--- config.mk ---
export PLATFORM = sky130hd
export DESIGN_NAME = exec_stage_flat
export DESIGN_NICKNAME = d
export VERILOG_FILES = /design/src/rtl/exec_stage_if.sv /design/src/rtl/exec_stage.sv /design/src/flat_wrapper.sv
export SDC_FILE = /design/constraint.sdc
export NUM_CORES = 1
export LEC_CHECK = 0
export ABC_AREA = 1
export CAP_MARGIN = 30
export CORE_UTILIZATION = 35
export CTS_CLUSTER_SIZE = 16
export DETAILED_ROUTE_END_ITERATION = 7
export SYNTH_ARGS = -nofsm -noshare
export SYNTH_HDL_FRONTEND = slang
export SYNTH_SLANG_ARGS = --single-unit
--- constraint.sdc ---
create_clock -name clk -period 8.4 [get_ports clk]
set_input_delay 1.68 -clock clk [delete_from_list [all_inputs] [get_ports clk]]
set_output_delay 1.68 -clock clk [all_outputs]
set_load 0.005 [all_outputs]
--- src/rtl/exec_stage_if.sv ---
// Decode-to-execute instruction handshake: decode (master) offers an
// instruction, the execute stage (slave) answers with in_ready.
interface exec_stage_if #(
    parameter int AWIDTH = 4,
    parameter int DWIDTH = 16
);
    logic              in_valid;
    logic              in_ready;
    logic [3:0]        in_op;
    logic [AWIDTH-1:0] in_asel;
    logic [AWIDTH-1:0] in_bsel;
    logic [AWIDTH-1:0] in_wsel;
    logic [DWIDTH-1:0] in_imm;
    logic              in_use_imm;

    modport master (
        output in_valid, in_op, in_asel, in_bsel, in_wsel, in_imm, in_use_imm,
        input  in_ready
    );

    modport slave (
        input  in_valid, in_op, in_asel, in_bsel, in_wsel, in_imm, in_use_imm,
        output in_ready
    );
endinterface

--- src/rtl/exec_stage.sv ---
// Execute stage: bypassed operand fetch, single-cycle ALU and a 16-step
// shift-add multiplier, result returned to the regfile write port.
//
// state  | meaning
// S_IDLE | accepting instructions, ALU results written one cycle later
// S_MUL  | iterating shift-add multiply, decode stalled
module exec_stage #(
    parameter int AWIDTH = 4,
    parameter int DWIDTH = 16
) (
    input  logic              clk,
    input  logic              reset_n,
    exec_stage_if.slave       dec,
    output logic [AWIDTH-1:0] asel,
    output logic [AWIDTH-1:0] bsel,
    input  logic [DWIDTH-1:0] adata,
    input  logic [DWIDTH-1:0] bdata,
    output logic [AWIDTH-1:0] wsel,
    output logic              wreg,
    output logic [DWIDTH-1:0] wdata,
    output logic              busy
);
    localparam int CW = $clog2(DWIDTH);
    localparam logic [CW-1:0] CNT_LAST = CW'(DWIDTH - 1);

    localparam logic [3:0] OP_MOV = 4'd0;
    localparam logic [3:0] OP_ADD = 4'd1;
    localparam logic [3:0] OP_SUB = 4'd2;
    localparam logic [3:0] OP_AND = 4'd3;
    localparam logic [3:0] OP_OR  = 4'd4;
    localparam logic [3:0] OP_XOR = 4'd5;
    localparam logic [3:0] OP_SHL = 4'd6;
    localparam logic [3:0] OP_SHR = 4'd7;
    localparam logic [3:0] OP_MUL = 4'd8;

    typedef enum logic {S_IDLE, S_MUL} state_t;

    state_t            state;
    logic [DWIDTH-1:0] mcand;
    logic [DWIDTH-1:0] mplier;
    logic [DWIDTH-1:0] acc;
    logic [CW-1:0]     cnt;
    logic [AWIDTH-1:0] mul_dest;

    logic [DWIDTH-1:0] op_a;
    logic [DWIDTH-1:0] op_b_reg;
    logic [DWIDTH-1:0] op_b;
    logic [DWIDTH-1:0] alu_res;
    logic              alu_writes;
    logic [DWIDTH-1:0] acc_step;
    logic              accept;

    assign dec.in_ready = (state == S_IDLE);
    assign accept       = dec.in_valid && dec.in_ready;
    assign asel         = dec.in_asel;
    assign bsel         = dec.in_bsel;

    // Result written this cycle is not yet in the regfile, so forward it.
    assign op_a     = (wreg && (wsel == dec.in_asel)) ? wdata : adata;
    assign op_b_reg = (wreg && (wsel == dec.in_bsel)) ? wdata : bdata;
    assign op_b     = dec.in_use_imm ? dec.in_imm : op_b_reg;

    assign acc_step = mplier[0] ? (acc + mcand) : acc;

    always_comb begin
        alu_res    = '0;
        alu_writes = 1'b1;
        case (dec.in_op)
            OP_MOV:  alu_res = op_b;
            OP_ADD:  alu_res = op_a + op_b;
            OP_SUB:  alu_res = op_a - op_b;
            OP_AND:  alu_res = op_a & op_b;
            OP_OR:   alu_res = op_a | op_b;
            OP_XOR:  alu_res = op_a ^ op_b;
            OP_SHL:  alu_res = op_a << op_b[3:0];
            OP_SHR:  alu_res = op_a >> op_b[3:0];
            default: alu_writes = 1'b0;
        endcase
    end

    always_ff @(posedge clk or negedge reset_n) begin
        if (!reset_n) begin
            state    <= S_IDLE;
            busy     <= 1'b0;
            wreg     <= 1'b0;
            wsel     <= '0;
            wdata    <= '0;
            mcand    <= '0;
            mplier   <= '0;
            acc      <= '0;
            cnt      <= '0;
            mul_dest <= '0;
        end else begin
            case (state)
                S_IDLE: begin
                    if (accept && (dec.in_op == OP_MUL)) begin
                        mcand    <= op_a;
                        mplier   <= op_b;
                        acc      <= '0;
                        cnt      <= '0;
                        mul_dest <= dec.in_wsel;
                        wreg     <= 1'b0;
                        busy     <= 1'b1;
                        state    <= S_MUL;
                    end else if (accept) begin
                        wsel  <= dec.in_wsel;
                        wdata <= alu_res;
                        wreg  <= alu_writes;
                    end else begin
                        wreg <= 1'b0;
                    end
                end
                S_MUL: begin
                    acc    <= acc_step;
                    mcand  <= mcand << 1;
                    mplier <= mplier >> 1;
                    cnt    <= cnt + 1'b1;
                    wreg   <= 1'b0;
                    if (cnt == CNT_LAST) begin
                        wdata <= acc_step;
                        wsel  <= mul_dest;
                        wreg  <= 1'b1;
                        busy  <= 1'b0;
                        state <= S_IDLE;
                    end
                end
                default: state <= S_IDLE;
            endcase
        end
    end
endmodule

--- src/flat_wrapper.sv ---
// flat-port wrapper written by rule: the top's interface ports become plain ports
module exec_stage_flat 
#(
    parameter int AWIDTH = 4,
    parameter int DWIDTH = 16
)
  (clk, reset_n, asel, bsel, adata, bdata, wsel, wreg, wdata, busy, dec_in_valid, dec_in_op, dec_in_asel, dec_in_bsel, dec_in_wsel, dec_in_imm, dec_in_use_imm, dec_in_ready);
  exec_stage_if #(.AWIDTH(AWIDTH), .DWIDTH(DWIDTH)) dec_i ();
  input  logic clk;
  input  logic reset_n;
  output logic [AWIDTH-1:0] asel;
  output logic [AWIDTH-1:0] bsel;
  input  logic [DWIDTH-1:0] adata;
  input  logic [DWIDTH-1:0] bdata;
  output logic [AWIDTH-1:0] wsel;
  output logic wreg;
  output logic [DWIDTH-1:0] wdata;
  output logic busy;
  input wire logic [$bits(dec_i.in_valid)-1:0] dec_in_valid;
  input wire logic [$bits(dec_i.in_op)-1:0] dec_in_op;
  input wire logic [$bits(dec_i.in_asel)-1:0] dec_in_asel;
  input wire logic [$bits(dec_i.in_bsel)-1:0] dec_in_bsel;
  input wire logic [$bits(dec_i.in_wsel)-1:0] dec_in_wsel;
  input wire logic [$bits(dec_i.in_imm)-1:0] dec_in_imm;
  input wire logic [$bits(dec_i.in_use_imm)-1:0] dec_in_use_imm;
  output wire logic [$bits(dec_i.in_ready)-1:0] dec_in_ready;
  assign dec_i.in_valid = dec_in_valid;
  assign dec_i.in_op = dec_in_op;
  assign dec_i.in_asel = dec_in_asel;
  assign dec_i.in_bsel = dec_in_bsel;
  assign dec_i.in_wsel = dec_in_wsel;
  assign dec_i.in_imm = dec_in_imm;
  assign dec_i.in_use_imm = dec_in_use_imm;
  assign dec_in_ready = dec_i.in_ready;
  exec_stage #(.AWIDTH(AWIDTH), .DWIDTH(DWIDTH)) u_core (.clk(clk), .reset_n(reset_n), .dec(dec_i), .asel(asel), .bsel(bsel), .adata(adata), .bdata(bdata), .wsel(wsel), .wreg(wreg), .wdata(wdata), .busy(busy));
endmodule
# After elaboration in Yosys (flattened, before gate mapping)
# Index checks and enable logic that the tools add are counted.
[word_totals]
ff_bits = 79
input_bits = 68
mem_count = 0
wordCells = 76
ramBits = 0
output_inout_bits = 31
romBits = 0
latchBits = 0
[classes]
div = 0
n_mul = 0
bitwise = 4
n_addsub = 4
n_reduce_logical = 9
muxes = 32
magnitude_cmp = 0
shifts = 2
eq_ne = 15
[op_table]
columns = ["op", "n"]
rows = [
  ["16-bit 2-to-1 mux", 10],
  ["16-bit one-hot mux with 2 select lines", 4],
  ["16-bit one-hot mux with 8 select lines", 1],
  ["16-bit adder", 2],
  ["16-bit AND", 1],
  ["4-bit by 3-bit equality test with 1-bit output (second input constant)", 4],
  ["4-bit 2-to-1 mux", 4],
  ["16-bit OR", 1],
  ["4-bit one-hot mux with 2 select lines", 2],
  ["16-bit by 4-bit left shift with 16-bit output", 1],
  ["16-bit by 4-bit >> shifter with 16-bit output", 1],
  ["16-bit subtractor", 1],
  ["16-bit XOR", 1],
  ["4-bit by 2-bit equality test with 1-bit output (second input constant)", 2],
  ["4-bit equality test", 2],
  ["4-bit equality test (second input constant)", 2],
  ["1-bit 2-to-1 mux", 8],
  ["2-bit != test (second input constant)", 4],
  ["8-bit OR reduction", 1],
  ["1-bit one-hot mux with 2 select lines", 3],
  ["4-bit by 1-bit adder with 4-bit output (second input constant)", 1],
  ["4-bit by 1-bit equality test with 1-bit output (second input constant)", 1],
  ["1-bit logical AND", 4],
  ["4-bit logical NOT", 1],
  ["other kinds (3)", 4],
]

# Longest topological paths before layout
# Gate-level depths: netlist of the first run.
[logic_depth]
word_depth = 9
depth_mapped = 31
ltp_nobuf = 31

# Worst setup path after synthesis of the first run
# Ideal clock, no wire load.
[synth_path]
path_type = "input to register"
startpoint = "input dec_in_bsel[0]"
endpoint = "register u_core.wdata[12]"
t_required_ns = 8.277
path_slack_ns = 3.612
path_buffers = 2
t_arrival_ns = 4.665
stages = 26
setup_time_ns = 0.123
path_cell_list = "inv_1 -> nand2_1 -> nand2_1 -> nor2_4 -> nand3_4 -> nand2_1 -> nand3_1 -> nand2_1 -> inv_2 -> buf_6 -> buf_2 -> xor2_1 -> inv_1 -> fa_1 -> inv_1 -> nand3_1 -> a21oi_1 -> nor2_1 -> o21ai_0 -> a21boi_0 -> o21ai_0 -> a21oi_1 -> o21ai_0 -> nand3b_1 -> o21ai_1 -> a21oi_1"
[synth_between]
elab_chain_len = 9
elab_cells_between_ends = 15
cone_classes = "2 x add/sub; 1 x eq/ne; 2 x shift; 6 x mux; 3 x bitwise; 1 x reduce/logical"
[synth_rtl]
columns = ["item", "line_no", "text"]
rows = [
  ["start: declaration", "flat_wrapper.sv:22", "input wire logic [$bits(dec_i.in_bsel)-1:0] dec_in_bsel;"],
  ["4-bit equality test *", "exec_stage.sv:60", "assign op_b_reg = (wreg && (wsel == dec.in_bsel)) ? wdata : bdata;"],
  ["1-bit logical AND *", "exec_stage.sv:60", ""],
  ["16-bit 2-to-1 mux *", "exec_stage.sv:60", ""],
  ["16-bit 2-to-1 mux *", "exec_stage.sv:61", "assign op_b = dec.in_use_imm ? dec.in_imm : op_b_reg;"],
  ["16-bit subtractor (tied with other cells)", "exec_stage.sv:71", "OP_SUB: alu_res = op_a - op_b;"],
  ["16-bit one-hot mux with 8 select lines *", "exec_stage.sv:68", "case (dec.in_op)"],
  ["16-bit 2-to-1 mux *", "exec_stage.sv:105", "end else if (accept) begin"],
  ["16-bit 2-to-1 mux *", "exec_stage.sv:96", "if (accept && (dec.in_op == OP_MUL)) begin"],
  ["16-bit one-hot mux with 2 select lines *", "exec_stage.sv:94", "case (state)"],
  ["end signal: assignment", "exec_stage.sv:107", "wdata <= alu_res;"],
  ["end signal: assignment", "exec_stage.sv:120", "wdata <= acc_step;"],
  ["end: declaration", "exec_stage.sv:20", "output logic [DWIDTH-1:0] wdata,"],
]
# Every way passes the cells marked *; elsewhere a longest branch is shown, timed or not. The select of a mux whose other input is x is not followed.
# A chain may end at the register's enable or synchronous reset.

# Final worst setup path of the first run
[layout_path]
startpoint = "input dec_in_bsel[1]"
endpoint = "register u_core.wdata[15]"
# The elaborated chain is that of the path after synthesis.

==> results of run 1 <==
-- worst min-delay path by stage --
stage                                         startpoint                        endpoint  slack [ns]  cells past startpoint
after global placement      u_core.mplier[9]$_DFFE_PN0P_    u_core.mplier[9]$_DFFE_PN0P_        0.46                      2
after floorplan             u_core.mplier[9]$_DFFE_PN0P_    u_core.mplier[9]$_DFFE_PN0P_        0.44                      2
after global routing      u_core.mul_dest[0]$_DFFE_PN0P_  u_core.mul_dest[0]$_DFFE_PN0P_        0.52                      2
after CTS                   u_core.mplier[9]$_DFFE_PN0P_    u_core.mplier[9]$_DFFE_PN0P_        0.48                      2
final                       u_core.mplier[9]$_DFFE_PN0P_    u_core.mplier[9]$_DFFE_PN0P_        0.48                      2
after detailed placement    u_core.mplier[9]$_DFFE_PN0P_    u_core.mplier[9]$_DFFE_PN0P_        0.47                      2
-- sequential cells by signal, indices dropped and copies added (netlist names) --
register and count:
u_core.busy 1, u_core.wreg 1, u_core.wsel 4, u_core.state 1, u_core.mplier 16, u_core.wdata 16
u_core.acc 16, u_core.mcand 16, u_core.mul_dest 4, u_core.cnt 4
-- cells in the mapped netlist (5+ instances only) --
cell type	number	area share [%]
sky130_fd_sc_hd__nand3_1	88	5.2
sky130_fd_sc_hd__a21o_1	5	0.44
sky130_fd_sc_hd__o21ai_1	13	0.77
sky130_fd_sc_hd__ha_1	62	9.1
sky130_fd_sc_hd__o21ai_0	138	8.1
sky130_fd_sc_hd__nand4_1	22	1.6
sky130_fd_sc_hd__buf_2	14	0.83
sky130_fd_sc_hd__o22ai_1	5	0.37
sky130_fd_sc_hd__nor3_1	6	0.35
sky130_fd_sc_hd__clkbuf_1	31	1.4
sky130_fd_sc_hd__buf_6	5	0.66
sky130_fd_sc_hd__o211ai_1	26	2.3
sky130_fd_sc_hd__nand2_1	337	15
sky130_fd_sc_hd__o21ai_2	15	1.5
sky130_fd_sc_hd__a221oi_1	12	1.2
sky130_fd_sc_hd__a31oi_1	7	0.52
sky130_fd_sc_hd__a21oi_1	70	4.1
sky130_fd_sc_hd__dfrtp_1	79	23
sky130_fd_sc_hd__or2_2	18	1.3
sky130_fd_sc_hd__nand2_2	17	1.3
sky130_fd_sc_hd__buf_4	15	1.3
sky130_fd_sc_hd__xor2_1	12	1.2
sky130_fd_sc_hd__o221ai_1	8	0.83
sky130_fd_sc_hd__inv_2	11	0.49
sky130_fd_sc_hd__nand3b_1	8	0.71
sky130_fd_sc_hd__nor2_1	89	3.9
sky130_fd_sc_hd__inv_1	144	6.4
-- power by group through the flow --
| stage | Clock [µW] | Combinational, µW | Sequential (µW) |
|---|---|---|---|
| after floorplan | 0 | 1020 | 666 |
| after global placement | 0 | 1440 | 742 |
| after detailed placement | 0 | 1470 | 746 |
| after CTS | 426 | 1480 | 742 |
| after global routing | 442 | 1680 | 762 |
| final | 421 | 1490 | 745 |
-- worst min-delay path: cells and delay by family (launching register included) --
| family | cells | cell delay, ns |
|---|---|---|
| simple gates | 2 | 0.11 |
| flops | 1 | 0.33 |
-- cells by family after synthesis --
group / Yosys count / synth area share (%)
muxes: 1 / 0.118
xor gates and xnor gates: 15 / 1.55
and+or+nand+nor: 607 / 31.7
adders and majority gates: 64 / 9.61
AOI/OAI and AO/OA: 321 / 22.6
buffers and inverters: 222 / 11.1
DFF: 79 / 23.3
-- routing by layer --
layer	wire length (µm)	global-route usage [%]
met4	1210	10.5
met3	2520	4.74
met2	14800	44.2
met5	0	0
met1	14400	34.8
-- cell type report --
class	count	share of cell area, %
clock inverter	4	0.704
sequential	79	19.9
tap	319	4.01
inverter	156	5.89
multi-input combinational	1008	56.0
clock buffer	11	2.44
timing repair buffer	109	11.1
-- per-stage QoR --
stage	worst slack [ns]	utilization (%)	instances	instance area [µm²]
6_report	2.15	42.1	1686	9950
5_1_grt	1.61	42.1	1686	9950
4_1_cts	2.20	42.1	1686	9950
3_5_place_dp	1.85	40.8	1671	9640
3_3_place_gp	1.85	40.6	1669	9580
2_1_floorplan	3.61	-	1309	8490
==> impl_table.tex, run 1 <==
\begin{tabular}{lr}
\hline
Metric & Value \\
\hline
\multicolumn{2}{l}{\textbf{Placed design}} \\
Weighted congestion reported at the end of routability-driven placement & 0.964 \\
Count of port buffers added during placement & 98 \\
Placed wire-length estimate after detailed placement & 25.7 mm \\
\multicolumn{2}{l}{\textbf{Logic synthesis}} \\
Share of the yosys chip area belonging to registers & 23.3\% \\
Count of yosys warnings during synthesis & 0 \\
Avg Synthesized Cell Area & 6.49 µm² \\
Instance count of the mapped netlist & 1309 \\
Flip-flop and latch count after synthesis & 79 \\
Total standard cell area after synthesis & 8490 µm² \\
Mapped Nets & 1441 \\
Distinct cell type count after synthesis & 57 \\
EDFF count, synth & 0 \\
Flip-flop cell with the highest count after synthesis & sky130\_fd\_sc\_hd\_\_dfrtp\_1 \\
Proportion of register bits with asynchronous set or reset after synthesis & 100\% \\
\multicolumn{2}{l}{\textbf{Clock network}} \\
Maximum root-to-sink buffer count & 2 \\
Clock-pin slew on the worst setup and hold paths & 0.06 ns \\
H-tree levels & 3 \\
Insertion delay of the later-clocked pin in the worst-skew pair & 0.34 ns \\
Buffer cell driving the clock tree root & sky130\_fd\_sc\_hd\_\_clkbuf\_16 \\
Count of clock tree sinks & 79 \\
Hold buffer count at CTS & 0 \\
CTS Buf Count & 9 \\
Clock tree from TritonCTS & yes \\
Post\_cts resized & 0 \\
Number of buffers inserted to repair setup after CTS & 0 \\
\multicolumn{2}{l}{\textbf{Route}} \\
Wire length reported by the detailed router & 33.0 mm \\
Routed length per instance & 19.6 µm \\
Antenna Nets Post-Route & 0 \\
Detailed-route via count & 9169 \\
Via count normalized by instance count & 5.44 \\
DRC violation count after routing & 0 \\
Violation count after the first detailed-route iteration & 880 \\
Number of search-and-repair iterations in the first detailed-routing pass & 6 \\
\multicolumn{2}{l}{\textbf{Run status}} \\
Status & finished clean \\
\multicolumn{2}{l}{\textbf{Timing}} \\
Total negative slack & 0 ns \\
Final count of hold timing violations & 0 \\
Max Transition Viols Final & 0 \\
Part of the cycle the worst path needs & 74.4\% \\
Achievable Freq & 160 MHz \\
Worst Hold Margin & 0.477 ns \\
Total setup violations reported at the end of the flow & 0 \\
Clock skew & 0.00669 ns \\
Unrepaired setup endpoints after global routing & false \\
Worst Tran Pin Value & 0.882 ns \\
Relative slew margins & 41.1\% \\
Final Critical Period & 6.25 ns \\
\multicolumn{2}{l}{\textbf{Layout}} \\
FF/Latch Area & 1980 µm² \\
Number of nets in the finished design & 1495 \\
Layout area overhead & 17.2\% \\
Highest-count cells in the layout ignoring fill and taps & 337 x sky130\_fd\_sc\_hd\_\_nand2\_1, 144 x sky130\_fd\_sc\_hd\_\_inv\_1, 138 x sky130\_fd\_sc\_hd\_\_o21ai\_0, 97 x sky130\_fd\_sc\_hd\_\_clkdlybuf4s50\_1, 89 x sky130\_fd\_sc\_hd\_\_nor2\_1 \\
Most common library cell in the layout ignoring fill and taps & sky130\_fd\_sc\_hd\_\_nand2\_1 \\
ANT cells & 0 \\
Number of fill cells in the layout & 2561 \\
Proportion of layout cells with a drive suffix above 1 & 8.05\% \\
Area of the multi-input gates & 5570 µm² \\
\multicolumn{2}{l}{\textbf{Min path}} \\
Class of the worst hold path & flop to flop \\
\multicolumn{2}{l}{\textbf{Worst setup path}} \\
Element type at the critical path start & input pin \\
Most Frequent Cell on Critical Path & sky130\_fd\_sc\_hd\_\_nand2\_1 \\
Depth of the worst register-to-register path & 29 \\
Worst path max stage delay & 0.50 ns \\
Reg2Reg Launch Point & u\_core.wsel[0]\$\_DFFE\_PN0P\_ \\
Critical path's slowest cell & sky130\_fd\_sc\_hd\_\_clkdlybuf4s50\_1 \\
Critical path required time & 8.63 ns \\
Critical R2R Capture & u\_core.wdata[15]\$\_DFFE\_PN0P\_ \\
Category of the critical setup timing path & input pin to flop \\
Top Family by Delay on Critical Path & simple AND/OR/NAND/NOR gates \\
Slack of the worst reg-to-reg path & 3.52 ns \\
Endpoint kind of the worst setup timing path & flop \\
Startpoint of the worst setup timing path & dec\_in\_bsel[1] \\
Crit path to & u\_core.wdata[15]\$\_DFFE\_PN0P\_ \\
Largest fanout of any net on the critical path & 18 \\
Arrival time reported for the critical path endpoint & 6.47 ns \\
Cell count along the critical path & 31 \\
CP bufs+invs & 3 \\
\multicolumn{2}{l}{\textbf{Global route}} \\
Global-route wire length before repair & 50.0 mm \\
Via count of the first global-routing pass & 8666 \\
Overall global routing resource usage & 26.9\% \\
Pin count of the biggest net entering global routing & 62 \\
Initial antenna violation count & 1 \\
GR Overflow Total & 0 \\
\multicolumn{2}{l}{\textbf{Power}} \\
Max IR drop VDD & 0.131 mV \\
Share of power burned in the clock network & 15.9\% \\
Switching share of power & 48.0\% \\
Net Switching & 1270 µW \\
Combinational Power Share & 56.1\% \\
Power Dens Cells & 267 nW/µm² \\
Leakage component of the power & 0.00483 µW \\
Tot Pwr & 2650 µW \\
Share of total power in sequential cells & 28.1\% \\
Design internal power & 1380 µW \\
\multicolumn{2}{l}{\textbf{Floorplan}} \\
Starting density of the core & 36.0\% \\
Boundary Pins & 99 \\
Floorplan Core Area & 23600 µm² \\
Number of cell rows & 56 \\
Chip Height & 158 µm \\
Width of the chip & 158 µm \\
Floorplan die area & 24900 µm² \\
\multicolumn{2}{l}{\textbf{Run}} \\
Max cap viols & 0 \\
\hline
\end{tabular}
(Power assumes the default switching activity.)
==> run 2: changes to the inputs <==
==> constraint.sdc (replaced) <==
create_clock -name clk -period 5.7 [get_ports clk]
set_input_delay 1.14 -clock clk [delete_from_list [all_inputs] [get_ports clk]]
set_output_delay 1.14 -clock clk [all_outputs]
set_load 0.005 [all_outputs]
==> impl_table.tex, run 2 (synthesis gave the netlist of run 1 again) <==
\begin{tabular}{lr}
\hline
Metric & Value \\
\hline
\multicolumn{2}{l}{\textbf{Run}} \\
Max cap viols & 0 (unchanged) \\
\multicolumn{2}{l}{\textbf{Route}} \\
Antenna Nets Post-Route & 0 (unchanged) \\
Via count normalized by instance count & 5.52 (+1.4\%) \\
Wire length reported by the detailed router & 34.5 mm (+4.7\%) \\
Number of search-and-repair iterations in the first detailed-routing pass & 5 (-1) \\
Routed length per instance & 20.1 µm (+2.7\%) \\
Detailed-route via count & 9478 (+3.4\%) \\
DRC violation count after routing & 0 (unchanged) \\
Violation count after the first detailed-route iteration & 1000 (+14\%) \\
\multicolumn{2}{l}{\textbf{Global route}} \\
GR Overflow Total & 0 (unchanged) \\
Global-route wire length before repair & 52.0 mm (+4.0\%) \\
Global-route met2 utilization & 45.3\% (+1.1 points) \\
Met3 routing resource usage after global routing & 4.11\% (-0.63 points) \\
Routing usage on met1 & 37.6\% (+2.8 points) \\
Initial antenna violation count & 1 (unchanged) \\
Overall global routing resource usage & 28.1\% (+1.2 points) \\
Pin count of the biggest net entering global routing & 62 (unchanged) \\
Via count of the first global-routing pass & 8864 (+2.3\%) \\
GRT busiest layer & met2 \\
\multicolumn{2}{l}{\textbf{Worst setup path}} \\
Endpoint kind of the worst setup timing path & flop \\
Largest fanout of any net on the critical path & 15 (-3) \\
Slack of the worst reg-to-reg path & 1.30 ns (-2.22 ns) \\
CP bufs+invs & 5 (+2) \\
Top Family by Delay on Critical Path & simple AND/OR/NAND/NOR gates \\
Critical R2R Capture & u\_core.wdata[15]\$\_DFFE\_PN0P\_ \\
Arrival time reported for the critical path endpoint & 5.39 ns (-1.08 ns) \\
Reg2Reg Launch Point & u\_core.wsel[1]\$\_DFFE\_PN0P\_ \\
Critical path's slowest cell & sky130\_fd\_sc\_hd\_\_clkdlybuf4s50\_1 \\
Category of the critical setup timing path & input pin to flop \\
Element type at the critical path start & input pin \\
Critical path required time & 5.93 ns (-2.70 ns) \\
Depth of the worst register-to-register path & 31 (+6.9\%) \\
Worst path max stage delay & 0.53 ns (+0.03 ns) \\
Most Frequent Cell on Critical Path & sky130\_fd\_sc\_hd\_\_nand2\_1 \\
\multicolumn{2}{l}{\textbf{Floorplan}} \\
Width of the chip & 158 µm (unchanged) \\
Floorplan Core Area & 23600 µm² (unchanged) \\
Starting density of the core & 36.0\% (unchanged) \\
Floorplan die area & 24900 µm² (unchanged) \\
Chip Height & 158 µm (unchanged) \\
Boundary Pins & 99 (unchanged) \\
Number of cell rows & 56 (unchanged) \\
\multicolumn{2}{l}{\textbf{Clock network}} \\
Number of buffers inserted to repair setup after CTS & 0 (unchanged) \\
Post\_cts resized & 0 (unchanged) \\
Clock-pin slew on the worst setup and hold paths & 0.06 ns (about the same) \\
Count of clock tree sinks & 79 (unchanged) \\
CTS Buf Count & 9 (unchanged) \\
Maximum root-to-sink buffer count & 2 (unchanged) \\
Hold buffer count at CTS & 0 (unchanged) \\
H-tree levels & 3 (unchanged) \\
Clock tree from TritonCTS & yes \\
Buffer cell driving the clock tree root & sky130\_fd\_sc\_hd\_\_clkbuf\_16 \\
Insertion delay of the later-clocked pin in the worst-skew pair & 0.34 ns (about the same) \\
\multicolumn{2}{l}{\textbf{Power}} \\
Share of total power in sequential cells & 27.5\% (-0.6 points) \\
Share of power burned in the clock network & 15.5\% (-0.4 points) \\
Leakage component of the power & 0.00498 µW (+2.9\%) \\
Power Dens Cells & 388 nW/µm² (+46\%) \\
Net Switching & 1900 µW (+49\%) \\
Switching share of power & 48.0\% (about the same) \\
Design internal power & 2050 µW (+49\%) \\
Max IR drop VDD & 0.286 mV (+120\%) \\
Combinational Power Share & 56.9\% (+0.8 points) \\
\multicolumn{2}{l}{\textbf{Timing}} \\
Total setup violations reported at the end of the flow & 0 (unchanged) \\
Clock skew & 0.0108 ns (+0.00408 ns) \\
Final count of hold timing violations & 0 (unchanged) \\
Achievable Freq & 194 MHz \\
Unrepaired setup endpoints after global routing & false \\
Worst Tran Pin Value & 0.859 ns (-0.0239 ns) \\
Part of the cycle the worst path needs & 90.5\% \\
Relative slew margins & 42.7\% (+1.6 points) \\
Total negative slack & 0 ns (unchanged) \\
Fin worst setup slack & 0.539 ns (-1.61 ns) \\
Final Critical Period & 5.16 ns \\
Max Transition Viols Final & 0 (unchanged) \\
\multicolumn{2}{l}{\textbf{Min path}} \\
Class of the worst hold path & flop to flop \\
Worst min-delay path startpoint & u\_core.mplier[9]\$\_DFFE\_PN0P\_ \\
End point of the worst hold path & u\_core.mplier[9]\$\_DFFE\_PN0P\_ \\
Worst hold path stage count & 2 (unchanged) \\
\multicolumn{2}{l}{\textbf{Layout}} \\
Layout area overhead & 19.7\% \\
Number of nets in the finished design & 1527 (+2.1\%) \\
Highest-count cells in the layout ignoring fill and taps & 337 x sky130\_fd\_sc\_hd\_\_nand2\_1, 144 x sky130\_fd\_sc\_hd\_\_inv\_1, 138 x sky130\_fd\_sc\_hd\_\_o21ai\_0, 97 x sky130\_fd\_sc\_hd\_\_clkdlybuf4s50\_1, 89 x sky130\_fd\_sc\_hd\_\_nor2\_1 \\
ANT cells & 0 (unchanged) \\
Area of the multi-input gates & 5570 µm² (unchanged) \\
Number of fill cells in the layout & 2502 (-2.3\%) \\
Most common library cell in the layout ignoring fill and taps & sky130\_fd\_sc\_hd\_\_nand2\_1 \\
FF/Latch Area & 1980 µm² (unchanged) \\
Proportion of layout cells with a drive suffix above 1 & 10.2\% (+2.2 points) \\
\multicolumn{2}{l}{\textbf{Placed design}} \\
Worst slack at placement & 0.289 ns (-1.57 ns) \\
Placed wire-length estimate after detailed placement & 26.9 mm (+4.7\%) \\
Count of port buffers added during placement & 98 (unchanged) \\
Weighted congestion reported at the end of routability-driven placement & 0.970 (+0.60\%) \\
\multicolumn{2}{l}{\textbf{Run status}} \\
Status & finished clean \\
\hline
\end{tabular}
[run 2: cell types whose count changed in the layout (fill, tap and decap cells not counted)]
cell | before | now
sky130_fd_sc_hd__clkinvlp_4 | 0 | 1
sky130_fd_sc_hd__buf_4 | 10 | 43
sky130_fd_sc_hd__buf_16 | 2 | 1
sky130_fd_sc_hd__clkinv_4 | 0 | 1
sky130_fd_sc_hd__clkbuf_1 | 1 | 0
sky130_fd_sc_hd__clkbuf_8 | 1 | 0
[run 2: layout make-up]
cell class | count | area share [%]
clock inverter | 6 | 0.849
tap | 319 | 3.93
inverter | 156 | 5.76
sequential | 79 | 19.4
timing repair buffer | 141 | 13.0
clock buffer | 9 | 2.21
multi-input combinational | 1008 | 54.8
[run 2: power by group through the flow]
stage	sequential (µW)	clock (µW)	combinational [µW]
finish	1090	614	2250
floorplan	981	0	1510
global route	1110	639	2520
global placement	1080	0	2170
CTS	1080	619	2230
detailed placement	1090	0	2220
[run 2: worst reg2reg max path: cells and delay by family, from the launching register on]
| kind | cells | cell delay, ns |
|---|---|---|
| and+or+nand+nor | 20 | 1.98 |
| AOI/OAI and AO/OA | 6 | 0.97 |
| buffers and inverters | 4 | 0.56 |
| DFF | 1 | 0.43 |
| adders and majority gates | 1 | 0.34 |
[run 2: worst max-delay path by stage]
| stage | start | endpoint | depth (start not counted) |
|---|---|---|---|
| final | dec_in_bsel[3] | u_core.wdata[15]$_DFFE_PN0P_ | 32 |
| after global placement | dec_in_bsel[1] | u_core.wdata[15]$_DFFE_PN0P_ | 29 |
| after CTS | dec_in_bsel[3] | u_core.wdata[10]$_DFFE_PN0P_ | 30 |
| after detailed placement | dec_in_bsel[3] | u_core.wdata[10]$_DFFE_PN0P_ | 30 |
| after floorplan | dec_in_bsel[0] | u_core.wdata[12]$_DFFE_PN0P_ | 26 |
| after global routing | dec_in_bsel[1] | u_core.wdata[15]$_DFFE_PN0P_ | 32 |
[run 2: metrics by stage]
| stage | util, % | area [µm²] | power (µW) | hold slack (ns) | instances |
|---|---|---|---|---|---|
| 2_1_floorplan | - | 8490 | 2490 | 0.444 | 1309 |
| 5_1_grt | 43.1 | 10200 | 4280 | 0.523 | 1718 |
| 3_3_place_gp | 41.6 | 9830 | 3250 | 0.462 | 1702 |
| 4_1_cts | 43.1 | 10200 | 3930 | 0.495 | 1718 |
| 3_5_place_dp | 41.7 | 9860 | 3310 | 0.476 | 1703 |
| 6_report | 43.1 | 10200 | 3950 | 0.492 | 1718 |
[run 2: metal layers]
| metal | part of all wire [%] | vias to the layer above |
|---|---|---|
| met1 | 43 | 4408 |
| li1 | - | 4536 |
| met5 | 0.038 | - |
| met2 | 45 | 462 |
| met4 | 3.8 | 2 |
| met3 | 8.2 | 70 |
